===== src/rtl/axis_packetizer.sv =====
// AXI-Stream packetizer: groups an untagged beat stream into pkt_len-beat packets with tlast.
// Define AXIS_PACKETIZER_STATS_EN to add the pkt_count completed-packet counter output.
module axis_packetizer #(
    parameter int unsigned DATA_WIDTH = 8,
    parameter int unsigned LEN_WIDTH  = 8
) (
    input  logic                  clk,
    input  logic                  rst,
    input  logic [LEN_WIDTH-1:0]  pkt_len,
    input  logic                  flush,
    input  logic                  s_axis_tvalid,
    output logic                  s_axis_tready,
    input  logic [DATA_WIDTH-1:0] s_axis_tdata,
    output logic                  m_axis_tvalid,
    input  logic                  m_axis_tready,
    output logic [DATA_WIDTH-1:0] m_axis_tdata,
    output logic                  m_axis_tlast,
    output logic                  busy
`ifdef AXIS_PACKETIZER_STATS_EN
    ,
    output logic [31:0]           pkt_count
`endif
);

    typedef enum logic {
        IDLE = 1'b0,
        BODY = 1'b1
    } state_t;

    localparam logic [LEN_WIDTH:0] ONE      = {{LEN_WIDTH{1'b0}}, 1'b1};
    localparam logic [LEN_WIDTH:0] FULL_LEN = {1'b1, {LEN_WIDTH{1'b0}}};

    state_t                  state_q, state_d;
    logic [LEN_WIDTH:0]      len_q, len_d;
    logic [LEN_WIDTH:0]      cnt_q, cnt_d;
    logic                    flush_pend_q, flush_pend_d;
    logic                    m_valid_q, m_valid_d;
    logic [DATA_WIDTH-1:0]   m_data_q, m_data_d;
    logic                    m_last_q, m_last_d;
    logic                    busy_q, busy_d;

    logic                    accept;
    logic                    flush_eff;
    logic                    last_beat;
    logic [LEN_WIDTH:0]      start_len;
    logic [LEN_WIDTH:0]      cnt_inc;

    assign s_axis_tready = !rst && (!m_valid_q || m_axis_tready);
    assign accept        = s_axis_tvalid && s_axis_tready;
    assign flush_eff     = flush || flush_pend_q;
    // A zero length field encodes the largest packet, 2^LEN_WIDTH beats.
    assign start_len     = (pkt_len == '0) ? FULL_LEN : {1'b0, pkt_len};
    assign cnt_inc       = cnt_q + ONE;

    always_comb begin
        state_d      = state_q;
        len_d        = len_q;
        cnt_d        = cnt_q;
        flush_pend_d = flush_pend_q;
        m_valid_d    = m_valid_q;
        m_data_d     = m_data_q;
        m_last_d     = m_last_q;
        last_beat    = 1'b0;

        if (accept) begin
            flush_pend_d = 1'b0;
            if (state_q == IDLE) begin
                len_d     = start_len;
                cnt_d     = ONE;
                last_beat = (start_len == ONE) || flush_eff;
            end else begin
                cnt_d     = cnt_inc;
                last_beat = (cnt_inc == len_q) || flush_eff;
            end
            state_d   = last_beat ? IDLE : BODY;
            m_valid_d = 1'b1;
            m_data_d  = s_axis_tdata;
            m_last_d  = last_beat;
        end else begin
            if (flush) begin
                flush_pend_d = 1'b1;
            end
            if (m_axis_tready) begin
                m_valid_d = 1'b0;
            end
        end

        busy_d = (state_d == BODY);
    end

    always_ff @(posedge clk) begin
        if (rst) begin
            state_q      <= IDLE;
            len_q        <= '0;
            cnt_q        <= '0;
            flush_pend_q <= 1'b0;
            m_valid_q    <= 1'b0;
            m_data_q     <= '0;
            m_last_q     <= 1'b0;
            busy_q       <= 1'b0;
        end else begin
            state_q      <= state_d;
            len_q        <= len_d;
            cnt_q        <= cnt_d;
            flush_pend_q <= flush_pend_d;
            m_valid_q    <= m_valid_d;
            m_data_q     <= m_data_d;
            m_last_q     <= m_last_d;
            busy_q       <= busy_d;
        end
    end

    assign m_axis_tvalid = m_valid_q;
    assign m_axis_tdata  = m_data_q;
    assign m_axis_tlast  = m_last_q;
    assign busy          = busy_q;

`ifdef AXIS_PACKETIZER_STATS_EN
    logic [31:0] pkt_count_q;

    // A packet completes when its tlast beat leaves the output register.
    always_ff @(posedge clk) begin
        if (rst) begin
            pkt_count_q <= '0;
        end else if (m_valid_q && m_axis_tready && m_last_q) begin
            pkt_count_q <= pkt_count_q + 32'd1;
        end
    end

    assign pkt_count = pkt_count_q;
`endif

endmodule

===== config.mk =====
export PLATFORM = sky130hd
export DESIGN_NAME = axis_packetizer
export DESIGN_NICKNAME = d
export VERILOG_FILES = /design/src/rtl/axis_packetizer.sv
export SDC_FILE = /design/constraint.sdc
export NUM_CORES = 1
export LEC_CHECK = 0
export CORE_ASPECT_RATIO = 1.5
export CORE_UTILIZATION = 45
export DETAILED_ROUTE_END_ITERATION = 12
export GPL_ROUTABILITY_DRIVEN = 1
export PLACE_DENSITY = 0.72
export SETUP_SLACK_MARGIN = 0.2
export SLEW_MARGIN = 20
export SYNTH_ARGS = -nofsm -noshare
export SYNTH_HDL_FRONTEND = slang
export SYNTH_SLANG_ARGS = --single-unit

===== constraint.sdc =====
create_clock -name clk -period 3.9 [get_ports clk]
set_clock_uncertainty 0.15 [all_clocks]
set_input_delay 0.39 -clock clk [delete_from_list [all_inputs] [get_ports clk]]
set_output_delay 0.39 -clock clk [all_outputs]
set_load 0.005 [all_outputs]

==> results.md, run 1 <==
* Status: complete, no violations
* Hold buffer count at cts at 0
* Max Cap Viol at 0
* Setup Crit Path Kind: flip-flop to flip-flop
* Die Y at a little over 70 um
* Clock Tree Buf Depth at 2
* Slew Limit Fails at 0
* WP data arrival at approximately 2500 ps
* Vias at between 1000 and 1500
* Post-synthesis sequential element count at 30
* I/O pins at 33
* Final Cycle Share at roughly 63%
* Post-synthesis sequential area ratio at a little over 40%
* Min-delay worst type: flip-flop to flip-flop
* Post-CTS setup buffer count at 0
* Initial antenna violation count at 0
* CTS Root Cell: clkbuf_8
* VDD IR-drop max at around 0.31 mV
* Layout cells sized above 1 at 7.583%
* CTS tree: yes
* Post-synth EDFFs at 0
* Syn nets at between 200 and 250
* RSZ-0062 raised after global routing: false
* Post-Route WL at 3505 um
* Synth unique cells at 43
* Initial Util at 47.13%
* RePlAce Congestion at about 0.88
* Final hold slack at a little over 300 ps
* Syn Area/Cell at just over 8 um^2
* Full die area at 0.003548 mm^2
* Ys flop type: dfxtp_1
* Crit path capture type: flip-flop
* Largest net degree at the start of global routing at 22
* Clock transition at path regs at roughly 60 ps
* Synth Cell Area at ~0.0015 mm^2
* CP peak stage delay at a little over 500 ps
* Vias in the first global route at 1312
* Ant diodes at 0
* Worst-margin pin slew at about 570 ps
* CP Buf/Inv Count at 0
* Clock latency on the worst-skew pair at 280 ps
* DRC viols at 0
* Post-CTS sizing at 0
* Critical path startpoint category: flip-flop
* Min Tclk post-route at 2471 ps
* Synth warn at 0
* Remaining antenna violation count at 0
* Setup TNS at 0 ps
* Final core occ at roughly 60%
* Post-DP HPWL at 2546 um
* Nets at ~230
* Power density over the cells at approximately 360 mW/mm^2
* Synth Instances at about 180
* Final setup violation count at 0
* Ys async rst share at 0%
* Core Area at between 0.003 and 0.004 mm^2
* Drt first pass iters at 4
* Site Rows at 25
* GR Util All Layers at around 22%
* Critical Path Fanout Max at 8
* Slowest-stage cell, CP: or4_1
* Iteration-0 DRC Markers at 54
* Slew HR at 61.91%
* Routed length per instance at approximately 14 um
* Area of the multi-input gates at a little over 800 um^2
* FILL cells at around 270
* PortBufs at 32
* Vias per cell at between 5 and 6
* Fmax at 0.4046 GHz
* First-pass GRT wire length at between 5000 and 6000 um
* Hold Fails Final Rpt at 0
* Area Overhead vs Synth at 27.65%
* Num CTS Buffers at 5
* Total grt overflow at 0
* FF/Latch Area at ~600 um^2
* Clock sink total at 30
* CP required at around 4000 ps
* H-tree level count at 2
* LEAKAGE at 0.7304 nW
* Die span in x at 48.97 um
* Largest delay share family, worst path: simple AND/OR/NAND/NOR gates
* Critical path, cell by cell: ha_1 -> nand3_2 -> and2_4 -> or4_1 -> a31o_1 -> a221o_1
## synth_stat cells, types with 2 or more instances
| library cell | count | area, um^2 |
|---|---|---|
| xnor2_1 | 5 | 43.79 |
| buf_4 | 3 | 22.52 |
| mux2i_1 | 9 | 90.09 |
| nand3_1 | 13 | 65.06 |
| nor2_1 | 18 | 67.56 |
| o21ai_1 | 7 | 35.03 |
| nand4_1 | 2 | 12.51 |
| nor4_1 | 2 | 12.51 |
| a21oi_1 | 9 | 45.04 |
| xor2_1 | 6 | 52.55 |
| or4_1 | 2 | 15.01 |
| a211oi_1 | 2 | 15.01 |
| inv_2 | 2 | 7.510 |
| dfxtp_1 | 30 | 600.6 |
| nand2b_1 | 2 | 12.51 |
| clkbuf_1 | 7 | 26.28 |
| and2_1 | 3 | 18.77 |
| nor3_1 | 7 | 35.03 |
| buf_1 | 2 | 7.510 |
| and3_1 | 2 | 12.51 |
| nand2_1 | 28 | 105.1 |
## report_power, final
| part | leakage (nW) | internal (mW) | switching, mW |
|---|---|---|---|
| logic | 0.442 | 0.0561 | 0.0397 |
| clock network | 0.0431 | 0.136 | 0.107 |
| registers | 0.246 | 0.322 | 0.0163 |
| total | 0.730 | 0.514 | 0.163 |
## routing by layer
| metal | track usage (%) | part of all wire [%] | up-vias |
|---|---|---|---|
| li1 | - | - | 688 |
| met1 | 22.66 | 41 | 618 |
| met2 | 40.59 | 52 | 38 |
| met3 | 5.660 | 4.7 | 10 |
| met4 | 11.76 | 2.7 | 0 |
| met5 | 0 | 0 | - |
## metrics by stage
stage                     power, mW  instances  instance area (um^2)  worst slack (ps)
after floorplan              0.3875        183                  1489              1703
after global placement       0.4385        245                  1818              1450
after detailed placement     0.4402        245                  1818              1410
after CTS                    0.6834        251                  1901              1445
after global routing         0.7036        251                  1901              1290
final                        0.6764        251                  1901              1429
## state kept, by name, indices dropped and copies added (netlist names)
name           flops
busy               1
cnt_q              9
flush_pend_q       1
len_q              9
m_axis_tdata       8
m_axis_tlast       1
m_axis_tvalid      1
## worst min-delay path: cells and delay by family (launching register included)
kind	cells	cell delay (ps)
simple gates	2	100
flops	1	310
## cell type report
| class | instances | share of cell area [%] |
|---|---|---|
| clock buffer | 6 | 4.345 |
| inverter | 3 | 0.5925 |
| timing repair buffer | 34 | 17.64 |
| multi-input combinational | 138 | 43.19 |
| sequential | 30 | 31.60 |
| tap | 40 | 2.633 |
## worst paths after layout
kind / end / slack (ps) / start / cells past startpoint
setup / recovery: busy$_SDFFE_PP0P_ / 1430 / cnt_q[0]$_SDFFE_PP0P_ / 6
hold / removal: m_axis_tdata[4]$_SDFFE_PP0P_ / 310 / m_axis_tdata[4]$_SDFFE_PP0P_ / 2
setup reg to reg: busy$_SDFFE_PP0P_ / 1430 / cnt_q[0]$_SDFFE_PP0P_ / 6
hold reg to reg: m_axis_tdata[4]$_SDFFE_PP0P_ / 310 / m_axis_tdata[4]$_SDFFE_PP0P_ / 2
## cells by family after synthesis
| group | synth area share (%) |
|---|---|
| simple gates | 29.75 |
| fa+ha+maj | 0.8402 |
| compound gates | 12.02 |
| buf+inv | 4.538 |
| flops | 40.34 |
| mux | 6.051 |
| xor+xnor | 6.470 |
## cell usage in the layout (no fill, tap or decap), types with 7 or more instances in the layout
cell type,n
clkdlybuf4s50_1,32
dfxtp_1,30
nand2_1,28
nor2_1,18
nand3_1,13
mux2i_1,9
a21oi_1,9
o21ai_1,7
nor3_1,7
(Power assumes the default switching activity.)
==> run 2: changes to the inputs <==
- clock period: 3.9 -> 2.4 ns (I/O delays scaled with it)
==> run 2 against run 1 <==
Via count up 6.4%. Core utilization up 4.0 points. Largest cell class unchanged. Final cell count up 2.4%. First-iteration DRC count down 22%. Clock power rose to 2.6 times the previous value. Wire length up 11%. Maximum frequency up 15%. Design area up 6.6%.
==> results.md, run 2 (synthesis gave the netlist of run 1 again) <==
* Placement Setup Slack at approximately 120 ps
* Min-delay worst type: flip-flop to flip-flop
* Remaining antenna violation count at 0
* Post-DP HPWL at 2671 um
* Vias per cell at about 5.6
* Most common cell after layout, fill and taps aside: clkdlybuf4s50_1
* Worst-margin pin slew at about 600 ps
* Vias in the first global route at 1434
* Status: complete, no violations
* Die span in x at approximately 50 um
* CTS Root Cell: clkbuf_8
* DRC viols at 0
* Layout cells sized above 1 at 14.29%
* Clock sink total at 30
* Iteration-0 DRC Markers at 42
* CP required at between 2000 and 2500 ps
* Die Y at 72.45 um
* Flop pwr share at 40.3%
* Hold Fails Final Rpt at 0
* Logic pwr share at between 10% and 20%
* Site Rows at 25
* Power density over the cells at between 600 and 700 mW/mm^2
* Final core occ at ~64%
* Slew HR at a little over 60%
* Full die area at approximately 0.0035 mm^2
* WP data arrival at about 2200 ps
* Post-Route WL at between 3000 and 4000 um
* Slack of the critical path at between 200 and 300 ps
* Num CTS Buffers at 5
* Switch Pwr at between 0.2 and 0.3 mW
* Int Pwr at around 1.1 mW
* H-tree level count at 2
* RSZ-0062 raised after global routing: false
* Vias at 1440
* Routed length per instance at ~15 um
* Clock Tree Buf Depth at 2
* Crit path capture type: flip-flop
* GR Util All Layers at between 20 and 25%
* Fmax at roughly 0.47 GHz
* Final Cycle Share at 89.46%
* Nets at 238
* VDD IR-drop max at ~0.67 mV
* I/O pins at 33
* Ant diodes at 0
* Area of the multi-input gates at 844.6 um^2
* Critical Path Fanout Max at 6
* Slew Limit Fails at 0
* Initial Util at approximately 47%
* Area Overhead vs Synth at 36.05%
* Final setup violation count at 0
* Critical path startpoint category: flip-flop
* Core Area at about 0.0032 mm^2
* Clock Power Share at a little under half
* Min Tclk post-route at between 2000 and 2500 ps
* PortBufs at 32
* Largest net degree at the start of global routing at 22
* Switch share at ~22%
* Post-CTS setup buffer count at 0
* Clock latency on the worst-skew pair at ~290 ps
* Total grt overflow at 0
* Final hold slack at just over 300 ps
* Clock transition at path regs at about 70 ps
* Most frequent cells in the layout: 32 x clkdlybuf4s50_1, 28 x nand2_1, 23 x dfxtp_1, 18 x nor2_1, 13 x nand3_1
* Setup TNS at 0 ps
* LEAKAGE at about 0.8 nW
* CTS tree: yes
* Setup Crit Path Kind: flip-flop to flip-flop
* First-pass GRT wire length at roughly 6300 um
* FF/Latch Area at a little over 600 um^2
* Drt first pass iters at 4
* Total power at about 1.4 mW
* RePlAce Congestion at 0.8852
* Initial antenna violation count at 0
* FILL cells at about 270
* Max Cap Viol at 0
==> run 2: repair_timing <==
| item | CTS | global route |
|---|---|---|
| pin swaps | 0 | 2 |
| gates resized for setup | 4 | 8 |
| hold buffers | 0 | 0 |
| endpoints found under the setup margin | 2 | 2 |
==> run 2: critical path, stage by stage, from the launching register on <==
cell and delay, ps:
dfxtp_4 390, ha_4 170, nand3_4 90, and2_4 160, or4_4 520, a31o_1 250
a221o_1 310
==> run 2: stage by stage <==
stage,instance area [um^2],instances
2_1_floorplan,1489,183
3_3_place_gp,1848,249
3_5_place_dp,1848,249
4_1_cts,2007,257
5_1_grt,2026,257
6_report,2026,257
==> run 2: path summary, 6_finish.rpt <==
path,from,to,slack (ps),cells past startpoint
min reg2reg,m_axis_tdata[2]$_SDFFE_PP0P_,m_axis_tdata[2]$_SDFFE_PP0P_,310,2
max,cnt_q[1]$_SDFFE_PP0P_,busy$_SDFFE_PP0P_,250,6
max reg2reg,cnt_q[1]$_SDFFE_PP0P_,busy$_SDFFE_PP0P_,250,6
min,m_axis_tdata[2]$_SDFFE_PP0P_,m_axis_tdata[2]$_SDFFE_PP0P_,310,2
==> run 2: layout make-up <==
class | count | share of cell area (%)
clock buffers | 6 | 4.077
multi-input cells | 138 | 41.69
clock inverters | 2 | 2.965
flip-flops and latches | 30 | 30.20
repair buffers | 38 | 18.04
inverters | 3 | 0.5559
well taps | 40 | 2.471
==> run 2: layer usage <==
layer | global-route usage, % | vias to the layer above | routed length, um
li1 | - | 702 | -
met1 | 23.80 | 699 | 1524
met2 | 45.68 | 30 | 2117
met3 | 6.709 | 9 | 143
met4 | 11.76 | 0 | 119
met5 | 0 | - | 0
==> run 2: power groups by stage <==
stage,clock network (mW),logic (mW),registers (mW)
after floorplan,0,0.0805,0.549
after global placement,0,0.159,0.556
after detailed placement,0,0.165,0.556
after CTS,0.646,0.169,0.546
after global routing,0.664,0.185,0.549
final,0.638,0.170,0.546
==> RTL change 1, RTL diff (settings of run 2) <==
Set the parameter `DATA_WIDTH` to 10 (it was 8).
--- a/src/rtl/axis_packetizer.sv
+++ b/src/rtl/axis_packetizer.sv
@@ -1,7 +1,7 @@
 // AXI-Stream packetizer: groups an untagged beat stream into pkt_len-beat packets with tlast.
 // Define AXIS_PACKETIZER_STATS_EN to add the pkt_count completed-packet counter output.
 module axis_packetizer #(
-    parameter int unsigned DATA_WIDTH = 8,
+    parameter int unsigned DATA_WIDTH = 10,
     parameter int unsigned LEN_WIDTH  = 8
 ) (
     input  logic                  clk,
Ports: changed (resized m_axis_tdata and s_axis_tdata); port bits go from 33 to 37. The function was not compared with the original's and may differ.
==> RTL change 1 against run 2 <==
  * Cell count increased by 7.0%
  * First-iteration DRC count increased by 17%
  * Synthesized area increased by 7.2%
  * Non-clock buffer count increased by 3
  * Via count increased by 4.9%
  * Sequential cell count increased by 2
  * Count of clock-buffer cells in the layout increased by 2
  * Final area increased by 3.8%
  * Wire length decreased by 4.6%
  * Core utilization decreased by 2.0 points
  * Worst setup slack improved by 0.056 ns
  * Total power decreased by 14%
  * Largest cell class unchanged
==> RTL change 1: results (changes against run 2) <==
* Reg-to-reg critical path endpoint: busy$_SDFFE_PP0P_ (unchanged)
* Post-route antenna net violation count at 0 (unchanged)
* GRT Util Overall at 21.8% (was 24.1%)
* Worst-Skew Late Latency at approximately 0.28 ns
* R2R cell count at 5 (was 6)
* CP max FO at 9 (was 6)
* Final Wtd Congestion at 0.850 (was 0.885)
* Post-synth top cells: nand2_1, dfxtp_1, nor2_1, nand3_1, a21oi_1 (was dfxtp_1, nand2_1, nor2_1, nand3_1)
* Setup bufs post-CTS at 0 (unchanged)
* Worst VDD drop at 0.491 mV (was 0.666 mV)
* Vias in the first global route at 1398 (was 1434)
* Critical Path AT at 2.11 ns (was 2.17 ns)
* Ys async rst share at 0% (unchanged)
* Status: finished, final reports clean (unchanged)
* Slowest cell on crit path: dfxtp_1 (was or4_4)
* First-pass GRT wire length at 6130 um (was 6320 um)
* Post-CTS Resized at 1 (was 4)
* Num CTS Buffers at 5 (unchanged)
* Share of cells above drive strength 1 at 9.44% (was 14.3%)
* Startpoint Class: flip-flop (unchanged)
* Max incr delay on CP at 0.53 ns
* P_leak at 0.807 nW (was 0.781 nW)
* RR Startpoint: cnt_q[2]$_SDFFE_PP0P_ (was cnt_q[1]$_SDFFE_PP0P_)
* Antenna violations before repair at 0 (unchanged)
* First-pass DRT Iterations at 4 (unchanged)
* Dpl hpwl at 2720 um (was 2670 um)
* Post-Route WL at 3730 um (was 3900 um)
* Max reg flops at 10
* Clk root buf: clkbuf_8 (unchanged)
* CP Capture Type: flip-flop (unchanged)
* Clock-pin transition on the worst setup and hold timing paths at roughly 0.06 ns
* Register-to-register setup slack at 0.31 ns (was 0.25 ns)
* Inserted Diodes at 0 (unchanged)
* Worst-Margin Slew at 0.546 ns (was 0.587 ns)
* Most used DFF post-synth: dfxtp_1 (unchanged)
* PortBufs at 36 (was 32)
* Syn nets at 220 (was 205)
* Vias per cell at 5.49 (was 5.60)
* Pin count of the biggest net entering global routing at 24 (was 22)
* Initial DRC count at 49 (was 42)
* Max H-tree Level at 2 (unchanged)
* Sequential share of the synthesized area at 40.1% (was 40.3%)
* # fillers at 298 (was 272)
* Synth warn at 0 (unchanged)
* Ranking of synthesized cells by area: dfxtp_1, nand2_1, mux2i_1 (unchanged)
* Worst Hold Class: reg2reg (unchanged)
* Layout Nets at 256 (was 238)
* Yosys cell types at 46 (was 43)
* CP delay by family, top: simple AND/OR/NAND/NOR gates (unchanged)
[RTL change 1: worst min-delay path by stage]
stage	start	to	slack [ns]	depth (start not counted)
floorplan	s_axis_tdata[0]	m_axis_tdata[0]$_SDFFE_PP0P_	0.19	2
global placement	m_axis_tdata[9]$_SDFFE_PP0P_	m_axis_tdata[9]$_SDFFE_PP0P_	0.29	2
detailed placement	m_axis_tdata[3]$_SDFFE_PP0P_	m_axis_tdata[3]$_SDFFE_PP0P_	0.29	2
CTS	m_axis_tdata[3]$_SDFFE_PP0P_	m_axis_tdata[3]$_SDFFE_PP0P_	0.30	2
global route	m_axis_tdata[3]$_SDFFE_PP0P_	m_axis_tdata[3]$_SDFFE_PP0P_	0.33	2
finish	m_axis_tdata[3]$_SDFFE_PP0P_	m_axis_tdata[3]$_SDFFE_PP0P_	0.30	2
[RTL change 1: cell type report]
| type | count | area, um^2 | area share, % |
|---|---|---|---|
| tap | 42 | 52.6 | 2.50 |
| clock buffer | 8 | 90.1 | 4.29 |
| sequential | 32 | 642 | 30.5 |
| multi-input combinational | 147 | 901 | 42.9 |
| timing repair buffer | 41 | 398 | 18.9 |
| inverter | 5 | 18.8 | 0.893 |
[RTL change 1: worst reg2reg max path, stage by stage (launching register included)]
cell and delay [ns]:
dfxtp_1 0.53, nand4_4 0.18, o21ai_1 0.16, or4b_1 0.50
and4_4 0.21, a221o_1 0.25
[RTL change 1: per-stage QoR]
| stage | power [W] | worst slack [ns] | cell area (um^2) | hold WS (ns) | instances |
|---|---|---|---|---|---|
| after CTS | 0.00118 | 0.203 | 2090 | 0.305 | 275 |
| after global routing | 0.00123 | 0.258 | 2100 | 0.330 | 275 |
| final | 0.00117 | 0.309 | 2100 | 0.302 | 275 |
| after global placement | 0.000757 | 0.251 | 2000 | 0.290 | 267 |
| after detailed placement | 0.000763 | 0.158 | 2000 | 0.294 | 267 |
| after floorplan | 0.000665 | 0.296 | 1600 | 0.189 | 196 |
[RTL change 1: per-layer routing]
metal	vias to the layer above	global-route usage, %	share of wire, %
met1	706	23.2	41
met3	14	6.26	5.4
met4	0	13.0	3.4
li1	744	-	-
met5	-	0	0
met2	47	38.1	50
[RTL change 1: power breakdown]
group	leakage [nW]	internal [W]	switching (W)
Sequential	0.263	0.000558	0.0000225
Combinational	0.499	0.000102	0.0000707
Clock	0.0455	0.000233	0.000183
[RTL change 1: logic make-up after synthesis]
group / share of synthesized area (%)
buffers and inverters: 4.23
adder cells (fa/ha/maj): 0.784
multiplexers: 5.02
AND/OR/NAND/NOR: 29.9
flip-flops: 40.1
XOR/XNOR: 8.39
AO/OA/AOI/OAI: 11.5
==> RTL change 2, RTL diff (flow settings as in run 2) <==
Made on the original files. `m_data_q` no longer has a reset.
--- a/src/rtl/axis_packetizer.sv
+++ b/src/rtl/axis_packetizer.sv
@@ -95,7 +95,6 @@
             cnt_q        <= '0;
             flush_pend_q <= 1'b0;
             m_valid_q    <= 1'b0;
-            m_data_q     <= '0;
             m_last_q     <= 1'b0;
             busy_q       <= 1'b0;
         end else begin
@@ -104,10 +103,13 @@
             cnt_q        <= cnt_d;
             flush_pend_q <= flush_pend_d;
             m_valid_q    <= m_valid_d;
-            m_data_q     <= m_data_d;
             m_last_q     <= m_last_d;
             busy_q       <= busy_d;
         end
+    end
+
+    always_ff @(posedge clk) begin
+        m_data_q <= m_data_d;
     end
 
     assign m_axis_tvalid = m_valid_q;
Behaviour: differs if rst is asserted again (counterexample within 4 cycles, from zero or initial values and one cycle with rst high); with rst held inactive, the same outputs for 10 cycles.
==> RTL change 2 against run 2 <==
  * Wire length down 14%
  * Critical path depth stayed put
  * Via count is 14% lower
  * Total power decreased by 21%
  * Die area shrank 1.9%
  * Sequential cell count stayed put
  * First-iteration DRC count down 24%
  * Worst setup slack better by 0.14 ns
  * Critical path type unchanged
  * Synthesized area down 2.0%
  * Final area shrank 7.5%
  * Clock power fell by 41%
==> RTL change 2: results (changes against run 2) <==
* Synth Instances at 149 (was 183)
* Met3 wire length at 164 um (was 143 um)
* Met3 track utilization from global routing at 3.82% (was 6.71%)
* First-pass GRT wire length at 5580 um (was 6320 um)
* Placed inst area at 1790 um^2 (was 1850 um^2)
* Critical Path AT at 2.04 ns (was 2.17 ns)
* Syn nets at 171 (was 205)
* Post-CTS Resized at 0 (was 4)
* Wire length on met2 at 1790 um (was 2120 um)
* Post-synth top cells: dfxtp_1, nor2_1, a21oi_1, nand2_1, mux2i_1 (was dfxtp_1, nand2_1, nor2_1, nand3_1)
* Status: finished, final reports clean (unchanged)
* CP max FO at 7 (was 6)
* GRT Util Overall at 21.6% (was 24.1%)
* Max incr delay on CP at 0.43 ns (was 0.52 ns)
* Slowest cell on crit path: dfxtp_1 (was or4_4)
* P_leak at 0.652 nW (was 0.781 nW)
* M1 wire length at 1340 um (was 1520 um)
* Ranking of synthesized cells by area: dfxtp_1, edfxtp_1, mux2i_1 (was dfxtp_1, nand2_1, mux2i_1)
* Layout Nets at 205 (was 238)
* Clock group power at 0.000379 W (was 0.000638 W)
* Power per Cell Area at 570 nW/um^2 (was 669 nW/um^2)
* Vias in the first global route at 1195 (was 1434)
* Final Wtd Congestion at 0.835 (was 0.885)
* # fillers at 278 (was 272)
* Post-Route WL at 3370 um (was 3900 um)
* Post-Place Cells at 216 (was 249)
* Yosys cell types at 41 (was 43)
* Max-Slew Margin vs Limit at 76.4% (was 60.9%)
* Dpl hpwl at 2420 um (was 2670 um)
* Sequential power at 0.000556 W (was 0.000546 W)
* Post-synth EDFFs at 8 (was 0)
* Pint at 0.000816 W (was 0.00106 W)
* Sequential share of the synthesized area at 46.7% (was 40.3%)
* Share of cells above drive strength 1 at 9.78% (was 14.3%)
* Worst VDD drop at 0.410 mV (was 0.666 mV)
* Pin count of the biggest net entering global routing at 21 (was 22)
==> RTL change 2: cell types whose count changed in the layout (fill, tap and decap cells not counted), moves of 5 or more <==
cell	change
edfxtp_1	+8
dfxtp_2	-6
nand2_1	-18
o21ai_1	-7
nand3_1	-7
o21ai_0	+5
==> RTL change 2: worst max-delay path, delay by kind of cell (launching register included) <==
kind,cells,cell delay [ns]
DFF,1,0.43
and+or+nand+nor,2,0.40
AOI/OAI and AO/OA,3,0.59
adders and majority gates,1,0.33
==> RTL change 2: final timing paths <==
path / from / endpoint / slack, ns / depth (start not counted)
max reg2reg: cnt_q[0]$_SDFFE_PP0P_ / busy$_SDFFE_PP0P_ / 0.39 / 6
min reg2reg: cnt_q[1]$_SDFFE_PP0P_ / cnt_q[1]$_SDFFE_PP0P_ / 0.36 / 2
max: cnt_q[0]$_SDFFE_PP0P_ / busy$_SDFFE_PP0P_ / 0.39 / 6
min: cnt_q[1]$_SDFFE_PP0P_ / cnt_q[1]$_SDFFE_PP0P_ / 0.36 / 2
==> RTL change 2: kinds of logic (layout without fill, tap and decap cells) <==
logic type,Yosys count,after routing,share of synthesized area (%)
AND/OR/NAND/NOR,58,58,20.8
flip-flops,30,30,46.7
AO/OA/AOI/OAI,27,27,12.4
XOR/XNOR,12,12,7.72
buffers and inverters,12,47,5.40
multiplexers,9,9,6.18
adder cells (fa/ha/maj),1,1,0.857
==> RTL change 2: final cells by class <==
| cell class | count | area (um^2) | area share [%] |
|---|---|---|---|
| Clock buffer | 6 | 72.6 | 3.87 |
| Clock inverter | 2 | 8.76 | 0.468 |
| Inverter | 3 | 11.3 | 0.601 |
| Multi-Input combinational cell | 107 | 699 | 37.3 |
| Sequential cell | 30 | 681 | 36.3 |
| Tap cell | 40 | 50.0 | 2.67 |
| Timing Repair Buffer | 36 | 350 | 18.7 |
